### src/rtl/keypad_scanner.sv
// keypad_scanner: scans a 4x4 active-low matrix keypad one column at a time,
// debounces whole-keypad scan results and reports the accepted key as a hex
// code with a one-cycle valid strobe and a held level.
// Optional auto-repeat of key_valid while a key is held: define KEYPAD_REPEAT_EN.
module keypad_scanner #(
  parameter int unsigned SCAN_DIV       = 17,
  parameter int unsigned DEBOUNCE_SCANS = 4,
  parameter int unsigned REPEAT_SCANS   = 8
) (
  input  logic       clock,
  input  logic       reset,
  input  logic [3:0] row,
  output logic [3:0] col,
  output logic [3:0] key,
  output logic       key_valid,
  output logic       key_held
);

  localparam logic [1:0] IDLE        = 2'd0;
  localparam logic [1:0] DEB_PRESS   = 2'd1;
  localparam logic [1:0] PRESSED     = 2'd2;
  localparam logic [1:0] DEB_RELEASE = 2'd3;

  localparam logic [3:0] DEB     = 4'(DEBOUNCE_SCANS);
  localparam logic       DEB_ONE = (DEBOUNCE_SCANS == 32'd1);

  if (SCAN_DIV < 2) begin : g_bad_scan_div
    $error("keypad_scanner: SCAN_DIV must be at least 2");
  end
  if (DEBOUNCE_SCANS < 1 || DEBOUNCE_SCANS > 15) begin : g_bad_debounce
    $error("keypad_scanner: DEBOUNCE_SCANS must be in 1..15");
  end
  if (REPEAT_SCANS < 1) begin : g_bad_repeat
    $error("keypad_scanner: REPEAT_SCANS must be at least 1");
  end

  logic [3:0]          row_m;
  logic [3:0]          row_s;
  logic [SCAN_DIV-1:0] div;
  logic                tick;
  logic [1:0]          colidx;
  logic                scan_done;

  logic [2:0] col_cnt;
  logic [1:0] col_row;
  logic [3:0] tot;
  logic [1:0] acc_cnt;
  logic [3:0] acc_code;
  logic [1:0] sum_cnt;
  logic [3:0] sum_code;
  logic       res_none;
  logic       res_one;

  logic [1:0] state;
  logic [3:0] dcnt;
  logic [3:0] dnext;
  logic [3:0] cand;

`ifdef KEYPAD_REPEAT_EN
  localparam int unsigned      REP_W   = $clog2(REPEAT_SCANS + 1);
  localparam logic [REP_W-1:0] REP_LIM = REP_W'(REPEAT_SCANS);
  logic [REP_W-1:0] rep;
  logic [REP_W-1:0] rep_next;
  assign rep_next = rep + 1'b1;
`endif

  // Row code for a single low row r in column c.
  function automatic logic [3:0] map_key(input logic [1:0] r, input logic [1:0] c);
    logic [3:0] k;
    k = '0;
    case ({r, c})
      4'h0: k = 4'h1;
      4'h1: k = 4'h2;
      4'h2: k = 4'h3;
      4'h3: k = 4'hA;
      4'h4: k = 4'h4;
      4'h5: k = 4'h5;
      4'h6: k = 4'h6;
      4'h7: k = 4'hB;
      4'h8: k = 4'h7;
      4'h9: k = 4'h8;
      4'hA: k = 4'h9;
      4'hB: k = 4'hC;
      4'hC: k = 4'h0;
      4'hD: k = 4'hF;
      4'hE: k = 4'hE;
      4'hF: k = 4'hD;
      default: k = '0;
    endcase
    return k;
  endfunction

  assign col       = ~(4'b0001 << colidx);
  assign tick      = &div;
  assign scan_done = tick && (colidx == 2'd3);
  assign dnext     = dcnt + 4'd1;

  // Two-flop synchronizer for the asynchronous keypad rows (idle high).
  always_ff @(posedge clock or posedge reset) begin
    if (reset) begin
      row_m <= '1;
      row_s <= '1;
    end else begin
      row_m <= row;
      row_s <= row_m;
    end
  end

  // Free-running scan step divider.
  always_ff @(posedge clock or posedge reset) begin
    if (reset) begin
      div <= '0;
    end else begin
      div <= div + 1'b1;
    end
  end

  // Count low rows in the driven column and remember which one.
  always_comb begin
    col_cnt = '0;
    col_row = '0;
    for (int unsigned i = 0; i < 4; i++) begin
      if (!row_s[i]) begin
        col_cnt = col_cnt + 3'd1;
        col_row = 2'(i);
      end
    end
  end

  // Merge this column into the running scan result; count saturates at 2 (MULTI).
  always_comb begin
    tot      = {2'b00, acc_cnt} + {1'b0, col_cnt};
    sum_cnt  = (tot >= 4'd2) ? 2'd2 : tot[1:0];
    sum_code = (col_cnt == 3'd1) ? map_key(col_row, colidx) : acc_code;
    res_none = (sum_cnt == 2'd0);
    res_one  = (sum_cnt == 2'd1);
  end

  // Step the column on each tick and accumulate the partial scan result.
  always_ff @(posedge clock or posedge reset) begin
    if (reset) begin
      colidx   <= '0;
      acc_cnt  <= '0;
      acc_code <= '0;
    end else if (tick) begin
      colidx <= colidx + 2'd1;
      if (colidx == 2'd3) begin
        acc_cnt  <= '0;
        acc_code <= '0;
      end else begin
        acc_cnt  <= sum_cnt;
        acc_code <= sum_code;
      end
    end
  end

  // Press/release debounce FSM, advanced once per completed full scan.
  always_ff @(posedge clock or posedge reset) begin
    if (reset) begin
      state     <= IDLE;
      dcnt      <= '0;
      cand      <= '0;
      key       <= '0;
      key_valid <= 1'b0;
      key_held  <= 1'b0;
`ifdef KEYPAD_REPEAT_EN
      rep       <= '0;
`endif
    end else begin
      key_valid <= 1'b0;
      if (scan_done) begin
        case (state)
          IDLE: begin
            if (res_one) begin
              cand <= sum_code;
              if (DEB_ONE) begin
                state     <= PRESSED;
                key       <= sum_code;
                key_valid <= 1'b1;
                key_held  <= 1'b1;
                dcnt      <= '0;
`ifdef KEYPAD_REPEAT_EN
                rep       <= '0;
`endif
              end else begin
                state <= DEB_PRESS;
                dcnt  <= 4'd1;
              end
            end
          end
          DEB_PRESS: begin
            if (!res_one) begin
              state <= IDLE;
              dcnt  <= '0;
            end else if (sum_code != cand) begin
              cand <= sum_code;
              dcnt <= 4'd1;
            end else if (dnext == DEB) begin
              state     <= PRESSED;
              key       <= cand;
              key_valid <= 1'b1;
              key_held  <= 1'b1;
              dcnt      <= '0;
`ifdef KEYPAD_REPEAT_EN
              rep       <= '0;
`endif
            end else begin
              dcnt <= dnext;
            end
          end
          PRESSED: begin
            if (res_none) begin
              if (DEB_ONE) begin
                state    <= IDLE;
                key_held <= 1'b0;
                dcnt     <= '0;
              end else begin
                state <= DEB_RELEASE;
                dcnt  <= 4'd1;
              end
            end
`ifdef KEYPAD_REPEAT_EN
            else if (rep_next == REP_LIM) begin
              rep       <= '0;
              key_valid <= 1'b1;
            end else begin
              rep <= rep_next;
            end
`endif
          end
          DEB_RELEASE: begin
            if (!res_none) begin
              state <= PRESSED;
              dcnt  <= '0;
            end else if (dnext == DEB) begin
              state    <= IDLE;
              dcnt     <= '0;
              key_held <= 1'b0;
            end else begin
              dcnt <= dnext;
            end
          end
          default: begin
            state <= IDLE;
            dcnt  <= '0;
          end
        endcase
      end
    end
  end

endmodule

### config.mk
export PLATFORM = sky130hd
export DESIGN_NAME = keypad_scanner
export DESIGN_NICKNAME = d
export VERILOG_FILES = /design/src/rtl/keypad_scanner.sv
export SDC_FILE = /design/constraint.sdc
export NUM_CORES = 1
export LEC_CHECK = 0
export CAP_MARGIN = 20
export CORE_AREA = 2 2 99 101
export CTS_CLUSTER_DIAMETER = 60
export DETAILED_ROUTE_END_ITERATION = 7
export DIE_AREA = 0 0 101 103
export HOLD_SLACK_MARGIN = 0.12
export PLACE_DENSITY = 0.5
export SLEW_MARGIN = 20
export SYNTH_ARGS = -nofsm -noshare
export SYNTH_HDL_FRONTEND = slang
export SYNTH_SLANG_ARGS = --single-unit
### constraint.sdc
create_clock -name clock -period 4.5 [get_ports clock]
set_input_delay 0.45 -clock clock [delete_from_list [all_inputs] [get_ports clock]]
set_output_delay 0.45 -clock clock [all_outputs]
set_load 0.005 [all_outputs]
## After elaboration in Yosys (flattened, before gate mapping)

Memories as Yosys holds them, arrays and structs flattened.
Index checks and enable logic that the tools add are counted.

- Flip-flop bits (word level): 49
- Bits in read-only memories: 64
- Input port bits: 6
- Output and inout port bits: 10
- Word-level logic and storage cells: 95
- Memories: 1

- Add/subtract/negate cells: 7
- Order comparisons: 1
- Eq/ne operators: 19
- Shift operators: 1
- Multiplexer cells: 41
- Bitwise gates (word level): 2
- Reductions and logical operators: 11

Memories:

| memory | words | width | rd ports | clocked after Yosys merged registers in | wr ports | line | source |
|---|---|---|---|---|---|---|---|
| (no name shown) | 16 | 4 | 1 | 0 | 0 | 71 | `case ({r, c})` |

Operators by type and width:

| cell | count |
|---|---|
| two-way mux 4 bit | 11 |
| two-way mux 2 bit | 11 |
| adder 17 x 1 -> 17 bit, second input constant | 1 |
| AND reduction 17 bit | 1 |
| inequality test 2 bit, second input constant | 8 |
| one-hot mux 4 bit (4 select lines) | 1 |
| two-way mux 1 bit | 12 |
| AND reduction 5 bit | 2 |
| adder 3 x 1 -> 3 bit, second input constant | 3 |
| two-way mux 3 bit | 3 |
| inequality test 3 bit, second input constant | 3 |
| one-hot mux 2 bit (4 select lines) | 1 |
| one-hot mux 4 bit (2 select lines) | 1 |
| AND reduction 7 bit | 1 |
| == test 2 bit, second input constant | 3 |
| AND reduction 6 bit | 1 |
| adder 2 x 3 -> 4 bit | 1 |
| adder 4 x 1 -> 4 bit, second input constant | 1 |
| == test 2 x 1 -> 1 bit, second input constant | 2 |
| == test 4 x 3 -> 1 bit, second input constant | 1 |
| >= comparator 4 x 2 -> 1 bit, second input constant | 1 |
| zero test 2 bit | 2 |
| inequality test 4 bit | 1 |
| NOT 4 bit | 1 |
| 8 further kinds | 9 |

## Longest topological paths before layout

Gate-level depths: netlist of the first run.

- Depth after elaboration: 14
- Depth in mapped cells: 16

## Worst setup path after synthesis of the first run

No wires, ideal clock.

- Path type: register to register
- Start point: reg row_s[1]
- End point: reg key[0]
- Arrival time: 3404 ps
- Slack: 971 ps
- Stages on the path, launching flop included: 16
- Period minus slack after synthesis: 3529 ps
- Path through: dfstp_2 > inv_1 > ha_1 > xnor2_1 > ha_1 > nor2b_1 > a31o_4 > clkinv_4 > fa_1 > a211oi_1 > mux2i_1 > and4b_2 > and3_1 > and4_1 > buf_6 > mux2_4

- Longest elaborated chain between the ends: 10
- Elaborated cells on any way between the ends: 18
- Those cells by class: add/sub (3); order compare (1); eq/ne (3); mux (8); bitwise (1); reduce/logical (1); memory (1)

RTL lines:

| item | line | source |
|---|---|---|
| start, declared | 38 | `logic [3:0] row_s;` |
| start signal, assigned | 105 | `row_s <= row_m;` |
| two-way mux 3 bit | 123 | `if (!row_s[i]) begin` |
| adder 3 x 1 -> 3 bit | 124 | `col_cnt = col_cnt + 3'd1;` |
| two-way mux 3 bit | 123 |  |
| adder 3 x 1 -> 3 bit | 124 |  |
| two-way mux 3 bit | 123 |  |
| adder 2 x 3 -> 4 bit or == test 3 x 1 -> 1 bit (tied branches) | 132, 134 |  |
| >= comparator 4 x 2 -> 1 bit or two-way mux 4 bit (tied branches) | 133, 134 |  |
| two-way mux 2 bit or inequality test 4 bit (tied branches) | 133, 195 |  |
| == test 2 x 1 -> 1 bit or NOT 1 bit (tied branches) | - |  |
| AND reduction 5 bit (no source line) (*) | - |  |
| end signal, assigned | 178 | `key <= sum_code;` |
| end signal, assigned | 200 | `key <= cand;` |
| end, declared | 14 | `output logic [3:0] key,` |

Every way passes the cells marked *; elsewhere a longest branch is shown, timed or not.
A chain may end at the register's enable or synchronous reset.

## Worst setup path after layout of the first run

- Start point: reg row_s[1]
- End point: reg key[3]

Same word-level chain as after synthesis.

==> impl_results.md, run 1 <==
- DIE HEIGHT: 103 um
- # resized after CTS: 0
- Detailed Routing Iterations Pass 1: 4
- PD cells: 285 nW/um^2
- Layout cells sized above 1: 0.150
- Post-CTS Repair Setup Buffers: 0
- Worst hold path depth: 0
- CTS sink cnt: 49
- CTS tree: yes
- Flops & latches, synth: 49
- Outcome: completed
- Initial antenna violation count: 0
- Clock Pin Slew Worst Setup and Hold Paths: 0.09 ns
- Final Hold Vio Count: 0
- Fin crit share: 0.864
- CP required: 4.70 ns
- Final Skew: 0.00797 ns
- Register area: 1240 sq um
- Worst min path class: register to register
- Max-Slew Margin vs Limit: 0.433
- Synth Net Count: 277
- # rows: 36
- Area of the core: 9460 sq um
- CTS buffer count: 5
- R2R Path End: key[3]$_DFFE_PP0P_
- Routability cong.: 0.780
- Area grow syn2layout: 13.5%
- RSZ-0062 raised after global routing: false
- Mapped Area: 2730 sq um
- H-tree depth: 2
- Avg Synthesized Cell Area: 10.7 sq um
- Pin count of the biggest net entering global routing: 50
- Die X: 101 um
- Initial Utilization: 0.288
- DP Wirelength: 3760 um
- Maxcap violations: 0
- WP data arrival: 4.08 ns
- Register-to-Register Path Depth: 14
- Crit end category: register
- CP Launch Type: register
- Root Buffer: clkbuf_8
- All-layer global routing usage: 0.106
- Setup TNS: 0 ns
- Syn. warnings: 0
- Worst VDD drop: 179 uV
- Initial DRC count: 57
- Worst hold start: row_m[0]$_DFF_PP1_
- Distinct cell type count after synthesis: 57
- Syn Inst Count: 256
- Achievable frequency: 257 MHz
- Ys async rst share: 1.00
- Hold-fix buffers at CTS: 0
- Finish-stage setup viols: 0
- Fill cells: 975
- Reg2reg setup slack: 0.61 ns
- Ports: 16
- PnR worst setup slack: 0.614 ns
- Leak: 1.37 nW
- Seq/Total Area, Yosys: 0.453
- Final Util: 0.327
- First-pass GRT wire length: 8760 um
- Max Buffers Root-to-Sink: 2
- Multi-input gate area: 1370 sq um
- Max Transition Viols Final: 0
- FF-to-FF Start: row_s[1]$_DFF_PP1_
- Sink of the worst hold path: row_s[0]$_DFF_PP1_
- Routed WL: 5170 um
- Final antenna-violating net count: 0
- EDFF count, synth: 0
- Vias after detailed routing: 1797
- Number of buffers added on ports: 15
- Worst-Margin Slew: 0.850 ns
- Crit Path Class: register to register
- Vias in the first global route: 1753
- Final instance area: 3100 sq um
- # diodes: 0
- DRC: 0
- Dpl cell area: 2970 sq um
- # nets final: 294
- Fin crit period: 3.89 ns
- Total die area: 10400 sq um
- Via density: 4.63
- Most used DFF post-synth: dfrtp_1
- Most common cell after layout, fill and taps aside: dfrtp_1
- Crit path max fanout: 6
- Routed len/inst: 13.3 um
- Grt ovf: 0
- Dpl ws: 0.578 ns
- Clock Latency Late Sink: 0.30 ns
- Most frequent cells in the layout: dfrtp_1, nand2_1, inv_1, clkdlybuf4s50_1
[power by group]
group | internal, mW | total (mW) | leakage, nW | switching [mW]
sequential | 0.447 | 0.452 | 0.643 | 0.00519
clock | 0.181 | 0.336 | 0.0574 | 0.155
combinational | 0.0384 | 0.0944 | 0.674 | 0.0561
[worst max-delay path by stage]
stage | start | end | cells past startpoint
global placement | row_s[1]$_DFF_PP1_ | key[0]$_DFFE_PP0P_ | 14
global route | row_s[1]$_DFF_PP1_ | key[2]$_DFFE_PP0P_ | 15
finish | row_s[1]$_DFF_PP1_ | key[3]$_DFFE_PP0P_ | 14
floorplan | row_s[1]$_DFF_PP1_ | key[0]$_DFFE_PP0P_ | 15
CTS | row_s[1]$_DFF_PP1_ | key[3]$_DFFE_PP0P_ | 14
detailed placement | row_s[1]$_DFF_PP1_ | key[0]$_DFFE_PP0P_ | 14
[sequential cells by signal (all words and copies together) (netlist names)]
signal	cells
dcnt	4
state	2
key_held	1
div	17
row_s	4
key_valid	1
acc_code	4
cand	4
row_m	4
colidx	2
acc_cnt	2
key	4
[cell type report]
cell class,instances,share of cell area
Clock inverter,2,0.0121
Sequential cell,49,0.399
Timing Repair Buffer,15,0.0485
Multi-Input combinational cell,182,0.441
Tap cell,114,0.0461
Inverter,20,0.0263
Clock buffer,6,0.0267
[cell usage after synthesis, types with 2 or more instances]
cell type | number | area (sq um)
mux2i_1 | 3 | 30.0
mux2_4 | 5 | 75.1
clkbuf_1 | 2 | 7.51
nand3b_1 | 2 | 15.0
xnor2_1 | 14 | 123
a31oi_1 | 3 | 18.8
and2b_1 | 2 | 15.0
a21oi_1 | 4 | 20.0
clkbuf_8 | 2 | 27.5
nand3_1 | 7 | 35.0
nor2_1 | 14 | 52.6
o22ai_1 | 3 | 18.8
inv_1 | 19 | 71.3
dfrtp_1 | 41 | 1030
ha_1 | 14 | 175
and2b_2 | 3 | 26.3
and3_1 | 9 | 56.3
o211ai_1 | 2 | 15.0
a211oi_1 | 2 | 15.0
nand3_4 | 2 | 35.0
xor2_1 | 9 | 78.8
a22o_1 | 2 | 17.5
dfstp_2 | 8 | 210
o31ai_1 | 2 | 15.0
o32ai_1 | 2 | 17.5
a41oi_1 | 3 | 26.3
nor3_1 | 3 | 15.0
and2_1 | 2 | 12.5
o21ai_0 | 9 | 45.0
nor3b_1 | 2 | 15.0
nand2_1 | 27 | 101
nor2b_1 | 8 | 50.1
nand2b_1 | 2 | 12.5
[metrics by stage]
step	hold WS [ns]	cells	power [mW]
CTS	0.360	388	0.894
floorplan	0.345	256	0.535
global route	0.362	388	0.924
finish	0.359	388	0.882
detailed placement	0.347	380	0.555
global placement	0.347	380	0.554
[worst max-delay path: stages (launching register included)]
cell and delay [ns]:
dfstp_2 0.58, inv_1 0.05, ha_1 0.35, xnor2_1 0.19
ha_1 0.29, nor2b_1 0.18, a31o_4 0.16, clkinv_4 0.07
fa_1 0.37, a211oi_1 0.17, mux2i_1 0.14, and4b_2 0.34
and3_1 0.15, and4_1 0.40, mux2_4 0.33
[per-layer routing]
metal / vias to the layer above / GRT usage / share of wire
li1: 918 / - / -
met2: 19 / 0.156 / 0.43
met1: 858 / 0.156 / 0.54
met4: 0 / 0.0218 / 0.0037
met3: 2 / 0.0305 / 0.032
met5: - / 0 / 0
[logic make-up (layout without fill, tap and decap cells)]
kind of cell,count (synthesis),count (layout),share of synthesized area
AO/OA/AOI/OAI,43,43,0.120
buffers and inverters,25,43,0.0463
multiplexers,9,9,0.0427
flip-flops,49,49,0.453
AND/OR/NAND/NOR,92,92,0.192
XOR/XNOR,23,23,0.0739
adder cells (fa/ha/maj),15,15,0.0716
No activity file was read; power rests on OpenSTA's default activity.
==> run 2, diff against run 1 <==
--- a/config.mk
+++ b/config.mk
@@ -11,8 +11,10 @@
 export DETAILED_ROUTE_END_ITERATION = 7
 export DIE_AREA = 0 0 101 103
 export HOLD_SLACK_MARGIN = 0.12
+export MAX_ROUTING_LAYER = met4
 export PLACE_DENSITY = 0.5
 export SLEW_MARGIN = 20
 export SYNTH_ARGS = -nofsm -noshare
 export SYNTH_HDL_FRONTEND = slang
 export SYNTH_SLANG_ARGS = --single-unit
+export TNS_END_PERCENT = 50
==> run 2 against run 1 <==
Against the previous run: clock skew hardly changed; sequential power about the same; via count grew 0.11%; largest power group unchanged; routed wire length increased by 0.27%; first-iteration DRC count rose by 12%; design area did not move; global-route usage grew 0.37 points; clock-buffer cell count did not move; highest routed layer unchanged; critical path depth is 1 higher; register-to-register slack hardly changed; worst setup slack better by 0.0015 ns; cell count stayed put.
==> impl_results.md, run 2 (synthesis gave the netlist of run 1 again) <==
- Outcome: completed
- Grt ovf: 0 (unchanged)
- Ports: 16 (unchanged)
- # nets final: 294 (unchanged)
- Total die area: 10400 sq um (unchanged)
- CP dominant cell by count: ha_1
- Most common cell after layout, fill and taps aside: dfrtp_1
- Fin crit share: 0.863 (about the same)
- Crit end category: register
- Most frequent cells in the layout: dfrtp_1, nand2_1, inv_1, clkdlybuf4s50_1
- Vias after detailed routing: 1799 (+0.11%)
- CTS tree: yes
- Buf/Inv on CP: 2 (unchanged)
- Setup TNS: 0 ns (unchanged)
- DRC: 0 (unchanged)
- Vias in the first global route: 1756 (+0.17%)
- Fin crit period: 3.88 ns (-0.00154 ns)
- Worst min path class: register to register
- CTS buffer count: 5 (unchanged)
- Critical Path Max Stage Delay: 0.58 ns (about the same)
- Detailed Routing Iterations Pass 1: 4 (unchanged)
- Clock Pin Slew Worst Setup and Hold Paths: 0.09 ns (about the same)
- # resized after CTS: 0 (unchanged)
- Final antenna-violating net count: 0 (unchanged)
- Routability cong.: 0.791 (+1.4%)
- Most flop-heavy register: div
- Largest register FFs: 17 (unchanged)
- CP required: 4.70 ns (about the same)
- Inst Count DP: 380 (unchanged)
- Via density: 4.64 (+0.11%)
- Clock Latency Late Sink: 0.30 ns (about the same)
- Initial Utilization: 0.288 (unchanged)
- Initial DRC count: 64 (+12%)
- Layout cells sized above 1: 0.150 (unchanged)
- Crit path cell chain: inv_1 -> ha_1 -> nand2b_1 -> and2_1 -> ha_1 -> nor2b_1 -> a31o_4 -> clkinv_4 -> fa_1 -> a211oi_1 -> mux2i_1 -> and4b_2 -> and3_1 -> and4_1 -> mux2_4
- Pin count of the biggest net entering global routing: 50 (unchanged)
- Dpl ws: 0.578 ns (unchanged)
- PD cells: 285 nW/um^2 (about the same)
- Maxcap violations: 0 (unchanged)
- Achievable frequency: 257 MHz (about the same)
- First-pass GRT wire length: 8760 um (about the same)
- Final Skew: 0.00831 ns (+0.000340 ns)
- Crit Path Class: register to register
- Max Buffers Root-to-Sink: 2 (unchanged)
- Die X: 101 um (unchanged)
- Family with the most delay on the worst path: simple AND/OR/NAND/NOR gates
- # rows: 36 (unchanged)
- WP data arrival: 4.08 ns (about the same)
- # diodes: 0 (unchanged)
- Routed WL: 5180 um (+0.27%)
- DIE HEIGHT: 103 um (unchanged)
- RSZ-0062 raised after global routing: false
- Overall power: 883 uW (about the same)
- Number of buffers added on ports: 15 (unchanged)
- Root Buffer: clkbuf_8
- Worst VDD drop: 179 uV (+0.18%)
- CTS sink cnt: 49 (unchanged)
- Crit path max fanout: 6 (unchanged)
- H-tree depth: 2 (unchanged)
- Routed len/inst: 13.4 um (+0.27%)
- Area grow syn2layout: 13.5% (unchanged)
- Final cell count without fillers: 388 (unchanged)
- PnR worst setup slack: 0.616 ns (+0.00153 ns)
- All-layer global routing usage: 0.110 (+0.00371)
- Worst-Margin Slew: 0.848 ns (-0.00225 ns)
- Max Transition Viols Final: 0 (unchanged)
- Hold-fix buffers at CTS: 0 (unchanged)
- Leak: 1.37 nW (unchanged)
- Finish-stage setup viols: 0 (unchanged)
- DP Wirelength: 3760 um (unchanged)
- Final Hold Vio Count: 0 (unchanged)
- Area of the core: 9460 sq um (unchanged)
- Max-Slew Margin vs Limit: 0.434 (+0.00150)
- Initial antenna violation count: 0 (unchanged)
- Final Util: 0.327 (unchanged)
- CP Launch Type: register
- CP max stage cell: dfstp_2
- Post-CTS Repair Setup Buffers: 0 (unchanged)
==> run 2: worst register-to-register path, stage by stage, from the launching register on <==
cell,delay [ns]
dfstp_2,0.58
inv_1,0.05
ha_1,0.21
nand2b_1,0.19
and2_1,0.16
ha_1,0.26
nor2b_1,0.18
a31o_4,0.16
clkinv_4,0.08
fa_1,0.37
a211oi_1,0.17
mux2i_1,0.14
and4b_2,0.33
and3_1,0.15
and4_1,0.40
mux2_4,0.33
==> run 2: path summary, 6_finish.rpt <==
kind,start,to,slack (ns),depth (start not counted)
worst max-delay path,row_s[1]$_DFF_PP1_,key[3]$_DFFE_PP0P_,0.62,15
worst min-delay path,row_m[0]$_DFF_PP1_,row_s[0]$_DFF_PP1_,0.36,0
worst max register to register,row_s[1]$_DFF_PP1_,key[3]$_DFFE_PP0P_,0.62,15
worst min register to register,row_m[0]$_DFF_PP1_,row_s[0]$_DFF_PP1_,0.36,0
max in group asynchronous,reset,colidx[1]$_DFFE_PP0P_,3.39,2
min in group asynchronous,reset,div[12]$_DFF_PP0_,0.60,2
==> run 2: per-layer routing <==
layer	share of wire	vias to the layer above	track usage
met5	0	-	-
met1	0.54	859	0.158
met3	0.031	4	0.0285
met2	0.42	19	0.156
li1	-	917	-
met4	0.0071	0	0.0218
==> run 2: final cells by class <==
cell class / count / area (sq um)
Fill cell: 975 / 6360
Multi-Input combinational cell: 182 / 1370
Sequential cell: 49 / 1240
Timing Repair Buffer: 15 / 150
Tap cell: 114 / 143
Clock buffer: 6 / 82.6
Inverter: 20 / 81.3
Clock inverter: 2 / 37.5
==> run 2: metrics by stage <==
stage | hold slack [ns] | cell area, sq um
global route | 0.362 | 3100
detailed placement | 0.347 | 2970
CTS | 0.360 | 3090
finish | 0.359 | 3100
global placement | 0.347 | 2970
floorplan | 0.345 | 2730
==> run 2: where the power goes <==
group	internal [mW]	switching, mW	total, mW
Clock	0.181	0.155	0.336
Sequential	0.447	0.00523	0.452
Combinational	0.0384	0.0559	0.0943
Total	0.666	0.217	0.883
==> run 3, diff against run 2 <==
--- a/config.mk
+++ b/config.mk
@@ -13,6 +13,7 @@
 export HOLD_SLACK_MARGIN = 0.12
 export MAX_ROUTING_LAYER = met4
 export PLACE_DENSITY = 0.5
+export RECOVER_POWER = 100
 export SLEW_MARGIN = 20
 export SYNTH_ARGS = -nofsm -noshare
 export SYNTH_HDL_FRONTEND = slang
==> run 3 against run 2 <==
Against the previous run: design area shrank 1.3%; sequential power hardly changed; largest cell class unchanged; power shrank 0.72%; the run now ends with capacitance limit, slew limit left; critical path type unchanged; via count grew 0.33%; register-to-register slack got worse by 0.05 ns.
==> impl_results.md, run 3 (synthesis gave the netlist of run 1 again) <==
- Initial Utilization: 0.288 (unchanged)
- Fin crit period: 3.94 ns (+0.0528 ns)
- Clock Latency Late Sink: 0.30 ns (about the same)
- Root Buffer: clkbuf_8
- Crit path max fanout: 9 (+3)
- Routed len/inst: 13.3 um (-0.46%)
- CTS sink cnt: 49 (unchanged)
- # resized after CTS: 0 (unchanged)
- Failing checks: capacitance limit, slew limit
- Final Skew: 0.00820 ns (-0.000107 ns)
- All-layer global routing usage: 0.110 (unchanged)
- # diodes: 0 (unchanged)
- Crit Path Class: register to register
- RSZ-0062 raised after global routing: false
- Leak: 1.38 nW (+0.25%)
- Maxcap violations: 1 (+1)
- Outcome: complete, but fails checks
- Worst-Margin Slew: 2.17 ns (+1.32 ns)
- CTS tree: yes
- Fin crit share: 0.875 (+0.0117)
- Final Hold Vio Count: 0 (unchanged)
- Achievable frequency: 254 MHz (-1.3%)
- Final Util: 0.323 (-0.00410)
- Via density: 4.65 (+0.33%)
- PD cells: 287 nW/um^2 (+0.54%)
- # rows: 36 (unchanged)
- Most common cell after layout, fill and taps aside: dfrtp_1
- Most frequent cells in the layout: dfrtp_1, nand2_1, inv_1, dlygate4sd3_1
- Pin count of the biggest net entering global routing: 50 (unchanged)
- Initial DRC count: 80 (+25%)
- Clock Pin Slew Worst Setup and Hold Paths: 0.09 ns (about the same)
- CTS buffer count: 5 (unchanged)
- CP Launch Type: register
- H-tree depth: 2 (unchanged)
- Number of buffers added on ports: 15 (unchanged)
- Vias after detailed routing: 1805 (+0.33%)
- Crit end category: register
- Area grow syn2layout: 12.1%
- Largest register FFs: 17 (unchanged)
- Detailed Routing Iterations Pass 1: 4 (unchanged)
- DP Wirelength: 3760 um (unchanged)
- Fill cells: 987 (+1.2%)
- Grt ovf: 0 (unchanged)
- CP required: 4.69 ns (about the same)
- Ports: 16 (unchanged)
- DIE HEIGHT: 103 um (unchanged)
- Max-Slew Margin vs Limit: -0.453 (-0.887)
- Max Transition Viols Final: 50 (+50)
- Vias in the first global route: 1756 (unchanged)
- Max Buffers Root-to-Sink: 2 (unchanged)
- Setup TNS: 0 ns (unchanged)
- Worst VDD drop: 179 uV (about the same)
- Routability cong.: 0.791 (unchanged)
- Most flop-heavy register: div
- Final antenna-violating net count: 0 (unchanged)
- # nets final: 294 (unchanged)
- Hold-fix buffers at CTS: 0 (unchanged)
- Worst min path class: register to register
- First-pass GRT wire length: 8760 um (unchanged)
- Initial antenna violation count: 0 (unchanged)
- Post-CTS Repair Setup Buffers: 0 (unchanged)
- Layout cells sized above 1: 0.117 (-0.0328)
- DRC: 0 (unchanged)
- Total die area: 10400 sq um (unchanged)
- Finish-stage setup viols: 0 (unchanged)
- Area of the core: 9460 sq um (unchanged)
- Die X: 101 um (unchanged)
- WP data arrival: 4.13 ns (+0.05 ns)
- Routed WL: 5160 um (-0.46%)
[run 3: changes by cell type in the layout (fill, tap and decap cells not counted), moves of 2 or more]
cell,delta
clkdlybuf4s50_1,-15
dlygate4sd3_1,+15
mux2_1,+5
mux2_4,-5
and2_0,+2
and2_1,-2
[run 3: report_power, final]
part,internal (mW),switching (mW)
sequential,0.447,0.00521
clock,0.181,0.155
combinational,0.0354,0.0535
total,0.663,0.213
[run 3: metrics by stage]
stage / instances / worst slack (ns) / total power [mW] / hold WS [ns] / cell area, sq um
global placement: 380 / 0.740 / 0.554 / 0.347 / 2970
global route: 388 / 0.241 / 0.919 / 0.362 / 3060
floorplan: 256 / 0.971 / 0.535 / 0.345 / 2730
CTS: 388 / 0.568 / 0.894 / 0.360 / 3090
finish: 388 / 0.563 / 0.876 / 0.359 / 3060
detailed placement: 380 / 0.578 / 0.555 / 0.347 / 2970
[run 3: area by class of cell]
cell class | instances | area [sq um] | share of cell area
Clock buffer | 6 | 82.6 | 0.0270
Clock inverter | 2 | 37.5 | 0.0123
Inverter | 20 | 81.3 | 0.0266
Multi-Input combinational cell | 182 | 1330 | 0.434
Timing Repair Buffer | 15 | 150 | 0.0491
Sequential cell | 49 | 1240 | 0.404
Tap cell | 114 | 143 | 0.0467
[run 3: worst max-delay path, stage by stage, from the launching register on]
cell      delay (ns)
dfstp_1         0.61
inv_1           0.06
ha_1            0.35
xnor2_1         0.27
ha_1            0.27
nor2b_1         0.14
a31o_4          0.24
clkinv_4        0.06
nand3_1         0.26
mux2_1          0.44
a221oi_2        0.35
and4_1          0.40
mux2_1          0.35
[run 3: worst paths after layout]
kind	slack, ns	depth (start not counted)	start	end
max	0.56	12	row_s[1]$_DFF_PP1_	key[2]$_DFFE_PP0P_
min	0.36	0	row_m[0]$_DFF_PP1_	row_s[0]$_DFF_PP1_
max reg2reg	0.56	12	row_s[1]$_DFF_PP1_	key[2]$_DFFE_PP0P_
min reg2reg	0.36	0	row_m[0]$_DFF_PP1_	row_s[0]$_DFF_PP1_
max in group asynchronous	2.35	2	reset	colidx[1]$_DFFE_PP0P_
min in group asynchronous	1.16	2	reset	div[12]$_DFF_PP0_
[run 3: routing by layer]
| metal | up-vias | track usage | wire, um |
|---|---|---|---|
| met1 | 858 | 0.158 | 2800 |
| met4 | 0 | 0.0218 | 37 |
| met5 | - | - | 0 |
| met2 | 21 | 0.156 | 2170 |
| met3 | 4 | 0.0285 | 152 |
| li1 | 922 | - | - |
